### src/rtl/uart_tx_queue_pkg.sv
// Shared definitions for the UART transmit path: byte width, default queue
// depth and the 2-bit launch FSM encoding.
package uart_tx_queue_pkg;

  localparam int unsigned BYTE_W        = 8;
  localparam int unsigned DEFAULT_DEPTH = 16;

  typedef enum logic [1:0] {
    ST_IDLE   = 2'd0,
    ST_ISSUE  = 2'd1,
    ST_SETTLE = 2'd2,
    ST_WAIT   = 2'd3
  } tx_state_e;

endpackage

### src/rtl/byte_fifo.sv
// Circular byte FIFO: storage, wrapping read/write pointers, occupancy count
// and registered full/empty flags. Flush clears pointers and count only.
module byte_fifo
  import uart_tx_queue_pkg::*;
#(
  parameter int unsigned DEPTH = DEFAULT_DEPTH,
  parameter int unsigned AW    = $clog2(DEPTH)
) (
  input  logic              clk_i,
  input  logic              rst_ni,
  input  logic              flush_i,
  input  logic              push_i,
  input  logic [BYTE_W-1:0] wdata_i,
  input  logic              pop_i,
  output logic [BYTE_W-1:0] head_c_o,
  output logic              full_o,
  output logic              empty_o,
  output logic [AW:0]       count_o
);

  localparam int unsigned CW = AW + 1;

  logic [BYTE_W-1:0] mem_q [DEPTH];
  logic [AW-1:0]     wptr_q, wptr_d;
  logic [AW-1:0]     rptr_q, rptr_d;
  logic [CW-1:0]     count_q, count_d;
  logic              full_q, full_d;
  logic              empty_q, empty_d;
  logic              push_ok, pop_ok;

  // Self-protecting: a push into a full queue or a pop from an empty one is a no-op.
  assign push_ok = push_i && !full_q && !flush_i;
  assign pop_ok  = pop_i && !empty_q && !flush_i;

  always_comb begin
    wptr_d  = wptr_q;
    rptr_d  = rptr_q;
    count_d = count_q;
    if (flush_i) begin
      wptr_d  = '0;
      rptr_d  = '0;
      count_d = '0;
    end else begin
      if (push_ok) begin
        wptr_d = wptr_q + AW'(1);
      end
      if (pop_ok) begin
        rptr_d = rptr_q + AW'(1);
      end
      case ({push_ok, pop_ok})
        2'b10:   count_d = count_q + CW'(1);
        2'b01:   count_d = count_q - CW'(1);
        default: count_d = count_q;
      endcase
    end
    full_d  = (count_d == CW'(DEPTH));
    empty_d = (count_d == '0);
  end

  always_ff @(posedge clk_i or negedge rst_ni) begin
    if (!rst_ni) begin
      wptr_q  <= '0;
      rptr_q  <= '0;
      count_q <= '0;
      full_q  <= 1'b0;
      empty_q <= 1'b1;
    end else begin
      wptr_q  <= wptr_d;
      rptr_q  <= rptr_d;
      count_q <= count_d;
      full_q  <= full_d;
      empty_q <= empty_d;
    end
  end

  // Storage is deliberately unreset; nothing reads it while the queue is empty.
  always_ff @(posedge clk_i) begin
    if (push_ok) begin
      mem_q[wptr_q] <= wdata_i;
    end
  end

  assign head_c_o = mem_q[rptr_q];
  assign full_o   = full_q;
  assign empty_o  = empty_q;
  assign count_o  = count_q;

endmodule

### src/rtl/uart_tx_queue.sv
// Host-side byte queue in front of a UART transmitter: buffers writes, flags
// dropped bytes, and launches one byte per UART idle period with an OE pulse.
module uart_tx_queue
  import uart_tx_queue_pkg::*;
#(
  parameter int unsigned DEPTH = DEFAULT_DEPTH,
  parameter int unsigned AW    = $clog2(DEPTH)
) (
  input  logic              CLK,
  input  logic              RST,
  input  logic [BYTE_W-1:0] WDATA,
  input  logic              WE,
  input  logic              FLUSH,
  output logic              FULL,
  output logic              EMPTY,
  output logic [AW:0]       COUNT,
  output logic              OVF,
  output logic [BYTE_W-1:0] DIN,
  output logic              OE,
  input  logic              RDY
);

  tx_state_e         state_q, state_d;
  logic [BYTE_W-1:0] din_q, din_d;
  logic              oe_q, oe_d;
  logic              ovf_q, ovf_d;
  logic              pop_c;
  logic              push_c;
  logic [BYTE_W-1:0] head_c;
  logic              fifo_full;
  logic              fifo_empty;

  // FULL is the registered flag, so a write in a popping cycle is still rejected.
  assign push_c = WE && !fifo_full;

  byte_fifo #(
    .DEPTH (DEPTH),
    .AW    (AW)
  ) u_fifo (
    .clk_i    (CLK),
    .rst_ni   (RST),
    .flush_i  (FLUSH),
    .push_i   (push_c),
    .wdata_i  (WDATA),
    .pop_i    (pop_c),
    .head_c_o (head_c),
    .full_o   (fifo_full),
    .empty_o  (fifo_empty),
    .count_o  (COUNT)
  );

  always_ff @(posedge CLK or negedge RST) begin
    if (!RST) begin
      state_q <= ST_IDLE;
    end else begin
      state_q <= state_d;
    end
  end

  // Launch sequencing; FLUSH only blocks a new launch, never an in-flight one.
  always_comb begin
    state_d = state_q;
    case (state_q)
      ST_IDLE: begin
        if (!FLUSH && !fifo_empty && RDY) begin
          state_d = ST_ISSUE;
        end
      end
      ST_ISSUE:  state_d = ST_SETTLE;
      ST_SETTLE: state_d = ST_WAIT;
      ST_WAIT: begin
        if (RDY) begin
          state_d = ST_IDLE;
        end
      end
      default:   state_d = ST_IDLE;
    endcase
  end

  always_comb begin
    pop_c = (state_q == ST_IDLE) && (state_d == ST_ISSUE);
    din_d = din_q;
    oe_d  = (state_d == ST_ISSUE);
    ovf_d = ovf_q;
    if (pop_c) begin
      din_d = head_c;
    end
    if (FLUSH) begin
      ovf_d = 1'b0;
    end else if (WE && fifo_full) begin
      ovf_d = 1'b1;
    end
  end

  always_ff @(posedge CLK or negedge RST) begin
    if (!RST) begin
      din_q <= '0;
      oe_q  <= 1'b0;
      ovf_q <= 1'b0;
    end else begin
      din_q <= din_d;
      oe_q  <= oe_d;
      ovf_q <= ovf_d;
    end
  end

  assign FULL  = fifo_full;
  assign EMPTY = fifo_empty;
  assign OVF   = ovf_q;
  assign DIN   = din_q;
  assign OE    = oe_q;

endmodule

### config.mk
export PLATFORM = sky130hd
export DESIGN_NAME = uart_tx_queue
export DESIGN_NICKNAME = d
export VERILOG_FILES = /design/src/rtl/uart_tx_queue_pkg.sv /design/src/rtl/byte_fifo.sv /design/src/rtl/uart_tx_queue.sv
export SDC_FILE = /design/constraint.sdc
export NUM_CORES = 1
export LEC_CHECK = 0
export CORE_MARGIN = 2
export CORE_UTILIZATION = 54
export CTS_CLUSTER_DIAMETER = 200
export DETAILED_ROUTE_END_ITERATION = 12
export PLACE_DENSITY = 0.85
export SYNTH_ARGS = -nofsm -noshare
export SYNTH_HDL_FRONTEND = slang
export SYNTH_SLANG_ARGS = --single-unit
### constraint.sdc
create_clock -name CLK -period 2.9 [get_ports CLK]
set_input_delay 0.58 -clock CLK [delete_from_list [all_inputs] [get_ports CLK]]
set_output_delay 0.58 -clock CLK [all_outputs]
set_load 0.01 [all_outputs]
# Yosys cells after proc, flatten, opt, wreduce, memory -nomap -nowiden
# Memory sizes are Yosys's and may differ from the RTL's. A register that Yosys moved wholly into a read port is not among the register bits.
# Index checks and enable logic that the tools add are counted.
dict set report totals {
  ramBits 128
  mem_count 1
  output_inout_bits 17
  word_cells 51
  regBits 19
  input_bits 13
}
dict set report classes {
  mux 13
  n_reduce_logical 18
  n_eq_ne 7
  add_sub_neg 4
}
# name words width read_ports rd_ports_with_merged_regs write_ports line_no
set memory_table {}
lappend memory_table {u_fifo.mem_q 16 8 1 1 1 byte_fifo.sv:23} ;# logic [BYTE_W-1:0] mem_q [DEPTH];
# cell n
set op_table {}
lappend op_table {{$mux 4} 4}
lappend op_table {{$pmux 5 s2} 1}
lappend op_table {{$logic_and 1x1->1} 9}
lappend op_table {{$add 4x1->4 const B} 2}
lappend op_table {{$pmux 2 s4} 1}
lappend op_table {{$eq 2x1->1 const B} 3}
lappend op_table {{$eq 2x2->1 const B} 3}
lappend op_table {{$reduce_bool 2->1} 3}
lappend op_table {{$add 5x1->5 const B} 1}
lappend op_table {{$eq 5x5->1 const B} 1}
lappend op_table {{$logic_not 5->1} 1}
lappend op_table {{$mux 5} 1}
lappend op_table {{$sub 5x1->5 const B} 1}
lappend op_table {{$logic_not 1->1} 4}
lappend op_table {{$mux 1} 4}
lappend op_table {{$mux 2} 2}
lappend op_table {{$logic_not 2->1} 1}

# Longest topological paths before layout
dict set report logic_depth {
  word_depth 13
  ltp_mapped 13
  depth_no_buf 11
}

# Modules after synthesis
# Synthesis repeated with hierarchy kept, for this count alone.
dict set report unflattened {
  cells_unflattened 384
  hier_area_um2 6374.9
}
# mod seq_area_each_um2 area_per_inst_um2 cells_each instances
set modules_own_cells {}
lappend modules_own_cells {byte_fifo 4220.3 5883.1 352 1}
lappend modules_own_cells {uart_tx_queue 300.3 491.7 32 1}

# Worst setup path after synthesis
# Ideal clock, no wire load.
dict set report synth_path {
  kind {in2reg}
  start {input port FLUSH}
  end {register u_fifo.full_q (netlist: u_fifo.full_o)}
  path_stages 13
  n_path_buf 2
  path_slack_ps -95
  arrival_ps 2872
  required_time_ps 2777
  setup_time_ps 123
  path_cell_list {buf_2 -> nor4b_1 -> nand2b_1 -> buf_4 -> inv_1 -> ha_1 -> inv_1 -> fa_1 -> nor2b_1 -> o22ai_1 -> mux2i_1 -> mux2_2 -> nor2b_1}
}
dict set report synth_via {
  elab_chain_len 13
  word_cells_on_any_way 15
  cone_classes {4 x eq/ne; 4 x mux; 7 x reduce/logical}
}
# element line_no
set synth_rtl {}
lappend synth_rtl {{from (decl)} uart_tx_queue.sv:13} ;# input logic FLUSH,
lappend synth_rtl {{$logic_not 1->1} {byte_fifo.sv:32, byte_fifo.sv:33, uart_tx_queue.sv:65}}
lappend synth_rtl {{$logic_and 1x1->1 (2 in a row)} uart_tx_queue.sv:65} ;# if (!FLUSH && !fifo_empty && RDY) begin
lappend synth_rtl {{$mux 2} uart_tx_queue.sv:65}
lappend synth_rtl {{$pmux 2 s4} uart_tx_queue.sv:63} ;# case (state_q)
lappend synth_rtl {{$eq 2x1->1} uart_tx_queue.sv:81} ;# pop_c = (state_q == ST_IDLE) && (state_d == ST_ISSUE);
lappend synth_rtl {{$logic_and 1x1->1} uart_tx_queue.sv:81}
lappend synth_rtl {{$logic_and 1x1->1 (2 in a row)} byte_fifo.sv:33} ;# assign pop_ok = pop_i && !empty_q && !flush_i;
lappend synth_rtl {{$eq 2x1->1 or $eq 2x2->1 (tied branches)} byte_fifo.sv:50} ;# case ({push_ok, pop_ok})
lappend synth_rtl {{$pmux 5 s2} byte_fifo.sv:50}
lappend synth_rtl {{$mux 5 *} byte_fifo.sv:39} ;# if (flush_i) begin
lappend synth_rtl {{named net u_fifo.count_d[4]} byte_fifo.sv:26} ;# logic [CW-1:0] count_q, count_d;
lappend synth_rtl {{$eq 5x5->1 *} byte_fifo.sv:56} ;# full_d = (count_d == CW'(DEPTH));
lappend synth_rtl {{named net u_fifo.full_d} byte_fifo.sv:27} ;# logic full_q, full_d;
lappend synth_rtl {{to (signal assigned)} byte_fifo.sv:71} ;# full_q <= full_d;
lappend synth_rtl {{to (decl)} byte_fifo.sv:27}
# Mark *: on every way through the listed nets, which the timed path passes. The rest lies on a longest branch.
# A chain may end at the register's enable or synchronous reset.

# Worst setup path after layout
# Same ends and word-level chain as after synthesis.

==> qor.csv <==
metric,value,unit
outcome,"complete, no violations",
Total Power,0.005077,W
clk buf depth,2,
Layout area overhead,20.25,%
DRC violations left,0,
Setup CP Type,primary input to register,
Routed WL per cell,21.80,um
final wirelength,12.49,mm
leakage,2.708,nW
slowest CP cell,clkdlybuf4s50_1,
Slew @ Worst Pin,0.8412,ns
pin count of the biggest net entering global routing,28,
post-synth top area cell,edfxtp_1,
max-capacitance violation count,0,
clk slew on worst S/H paths,0.07,ns
Commonest cells post-synth,"128 x edfxtp_1, 30 x nor2_1, 26 x dfrtp_1",
iteration count of the initial detailed-routing pass,5,
Highest Clock Rate,0.3592,GHz
CTS Sinks,155,
Pins Over Slew Limit,0,
Rows,39,
io pins,30,
final hold violation count,0,
Synth Warn #,0,
Hold EP,OVF$_DFFE_PN0P_,
Final HPWL DP,8.091,mm
post-synthesis register bit count,155,
area share of the largest cell type after synthesis,0.6100,
via count,3448,
CP Data Required Time,3.20,ns
"CP delay by family, top",simple AND/OR/NAND/NOR gates,
most numerous cell in the Yosys netlist,edfxtp_1,
RSZ-0062 raised after global routing,no,
reg-to-reg setup timing slack,0.27,ns
global-route wire length before repair,19.70,mm
asr flop ratio synth,0.1742,
CTS tree,built,
grt total ovfl,0,
CTS Root Cell,clkbuf_16,
Synth Net Count,366,
Hold Crit Start,OVF$_DFFE_PN0P_,
Util after Layout,0.6636,
Arrival @ worst endpoint,3.08,ns
crit path buf inv count,3,
Setup Skew,0.005878,ns
Mapped Cells,343,
Nets,440,
Hold Crit Depth,2,
share of cells above drive strength 1,0.2767,
depth of the CTS H-tree,4,
vias per cell,6.017,
post-synth cell types,42,
Inserted Diodes,0,
Max-Slew Margin vs Limit,0.4392,
Max VDD drop,390.3,uV
syn avg cell area,18.37,sq um
cts bufs inserted,17,
worst r2r src,state_q[0]$_DFF_PN0_,
Post-synth top flop,edfxtp_1,
Post-DRT Antenna Nets,0,
Skew-Pair Late Insertion Delay,0.42,ns
core area,11420,sq um
setup TNS,0,ns
top post-synthesis cells by area,"edfxtp_1 61%, dfrtp_1 10%, mux4_2 8.6%",
mapped cell area,6301,sq um
Starting Density,0.5518,
CP max stage delay,0.43,ns
Power Density,670.0,nW/um^2
initial antenna violation count,0,
Worst Setup Start Kind,primary input,
critical path peak fanout,5,
DRT iter0 DRCs,282,
min Tclk post-route,2.784,ns
worst min path class,register to register,
Hold WS,0.5109,ns
CP endpoint kind,register,
full die area,12550,sq um
"Setup violations, final",0,
PortBufs,29,
final period utilization,0.9599,
setup bufs post-CTS,0,
cell breakdown of the critical path,clkdlybuf4s50_1 -> nor4b_2 -> nand2b_1 -> inv_2 -> ha_4 -> inv_1 -> fa_1 -> nor2b_2 -> o22ai_1 -> mux2i_1 -> mux2_2 -> nor2b_1,
worst r2r dst,u_fifo.full_o$_DFF_PN0_,
number of flops mapped to enable cells by yosys,128,
vias in the first global route,3603,
R2R depth,11,
Die Y-Extent,112.0,um
GRT Total Usage,0.2132,
Final Wtd Congestion,0.8387,
Die W,112.0,um
"Seq/Total Area, Yosys",0.7174,
==> worst max-delay path by stage <==
stage / from / to / slack, ns / cells past startpoint
4_1_cts: FLUSH / u_fifo.full_o$_DFF_PN0_ / 0.07 / 12
2_1_floorplan: WE / u_fifo.full_o$_DFF_PN0_ / 0.02 / 10
3_5_place_dp: FLUSH / u_fifo.full_o$_DFF_PN0_ / -0.36 / 12
5_1_grt: FLUSH / u_fifo.full_o$_DFF_PN0_ / 0.02 / 12
6_report: FLUSH / u_fifo.full_o$_DFF_PN0_ / 0.12 / 12
3_3_place_gp: FLUSH / u_fifo.full_o$_DFF_PN0_ / -0.23 / 12
==> worst register-to-register path, cell delays in order, from the launching register on <==
cell and delay, ns:
dfrtp_1 0.42, nor4b_2 0.28, nand2b_1 0.11, inv_2 0.09, ha_4 0.15, inv_1 0.07
fa_1 0.41, nor2b_2 0.18, o22ai_1 0.12, mux2i_1 0.18, mux2_2 0.37, nor2b_1 0.14
==> cells by family (layout without fill, tap and decap cells) <==
group / Yosys count / after routing / synth area share
DFF: 155 / 155 / 0.7174
and+or+nand+nor: 77 / 77 / 0.05898
muxes: 43 / 43 / 0.1384
AOI/OAI and AO/OA: 27 / 27 / 0.03138
buffers and inverters: 25 / 112 / 0.02442
adders and majority gates: 10 / 10 / 0.02105
xor gates and xnor gates: 6 / 6 / 0.008340
==> registers in the layout, summed over array words and instances, names as in the netlist <==
| signal | cells |
|---|---|
| DIN | 8 |
| OE | 1 |
| OVF | 1 |
| state_q | 2 |
| u_fifo.count_o | 5 |
| u_fifo.empty_o | 1 |
| u_fifo.full_o | 1 |
| u_fifo.mem_q | 128 |
| u_fifo.rptr_q | 4 |
| u_fifo.wptr_q | 4 |
==> report_power, final <==
| group | leakage, nW | total [W] | internal (W) | switching (W) |
|---|---|---|---|---|
| Sequential | 1.51 | 0.00257 | 0.00249 | 0.0000728 |
| Clock | 0.288 | 0.00211 | 0.00121 | 0.000895 |
| Combinational | 0.910 | 0.000400 | 0.000219 | 0.000181 |
| Total | 2.71 | 0.00508 | 0.00393 | 0.00115 |
==> layout make-up <==
class / instances / area (sq um)
Inverter: 8 / 30.03
Clock inverter: 13 / 100.1
Sequential cell: 155 / 4522
Timing Repair Buffer: 72 / 613.1
Clock buffer: 19 / 475.5
Multi-Input combinational cell: 163 / 1658
Tap cell: 143 / 178.9
Fill cell: 754 / 3841
==> repair_timing <==
| action | 4_1_cts | 5_1_grt |
|---|---|---|
| endpoints found under the setup margin | 0 | 2 |
| hold buffers | 0 | 0 |
| gates resized for setup | 0 | 4 |
==> cells in the final DEF (no fill, tap or decap), types with 9 or more instances in the layout <==
master           synthesis  final
clkdlybuf4s50_1          0     29
nand2_1                 18     18
a22oi_1                 15     15
edfxtp_1               128    128
clkbuf_16                0     19
nor2_1                  30     30
buf_4                    3     43
mux2_2                   9      9
dfrtp_1                 26     25
mux4_2                  24     24
==> per-layer routing <==
metal	vias to the layer above	wire length, um	track usage
met1	1773	5189	0.2813
met5	-	0	0
met3	25	702	0.05076
met2	154	6354	0.3507
met4	0	248	0.08211
li1	1496	-	-
==> through the flow <==
| step | std cells | area (sq um) | worst slack, ns |
|---|---|---|---|
| finish | 573 | 7577 | 0.1162 |
| detailed placement | 541 | 6983 | -0.3562 |
| global route | 573 | 7577 | 0.01744 |
| CTS | 573 | 7559 | 0.06651 |
| floorplan | 343 | 6314 | 0.02190 |
| global placement | 541 | 6983 | -0.2290 |
Note: power is estimated with default switching activity, not from simulation.
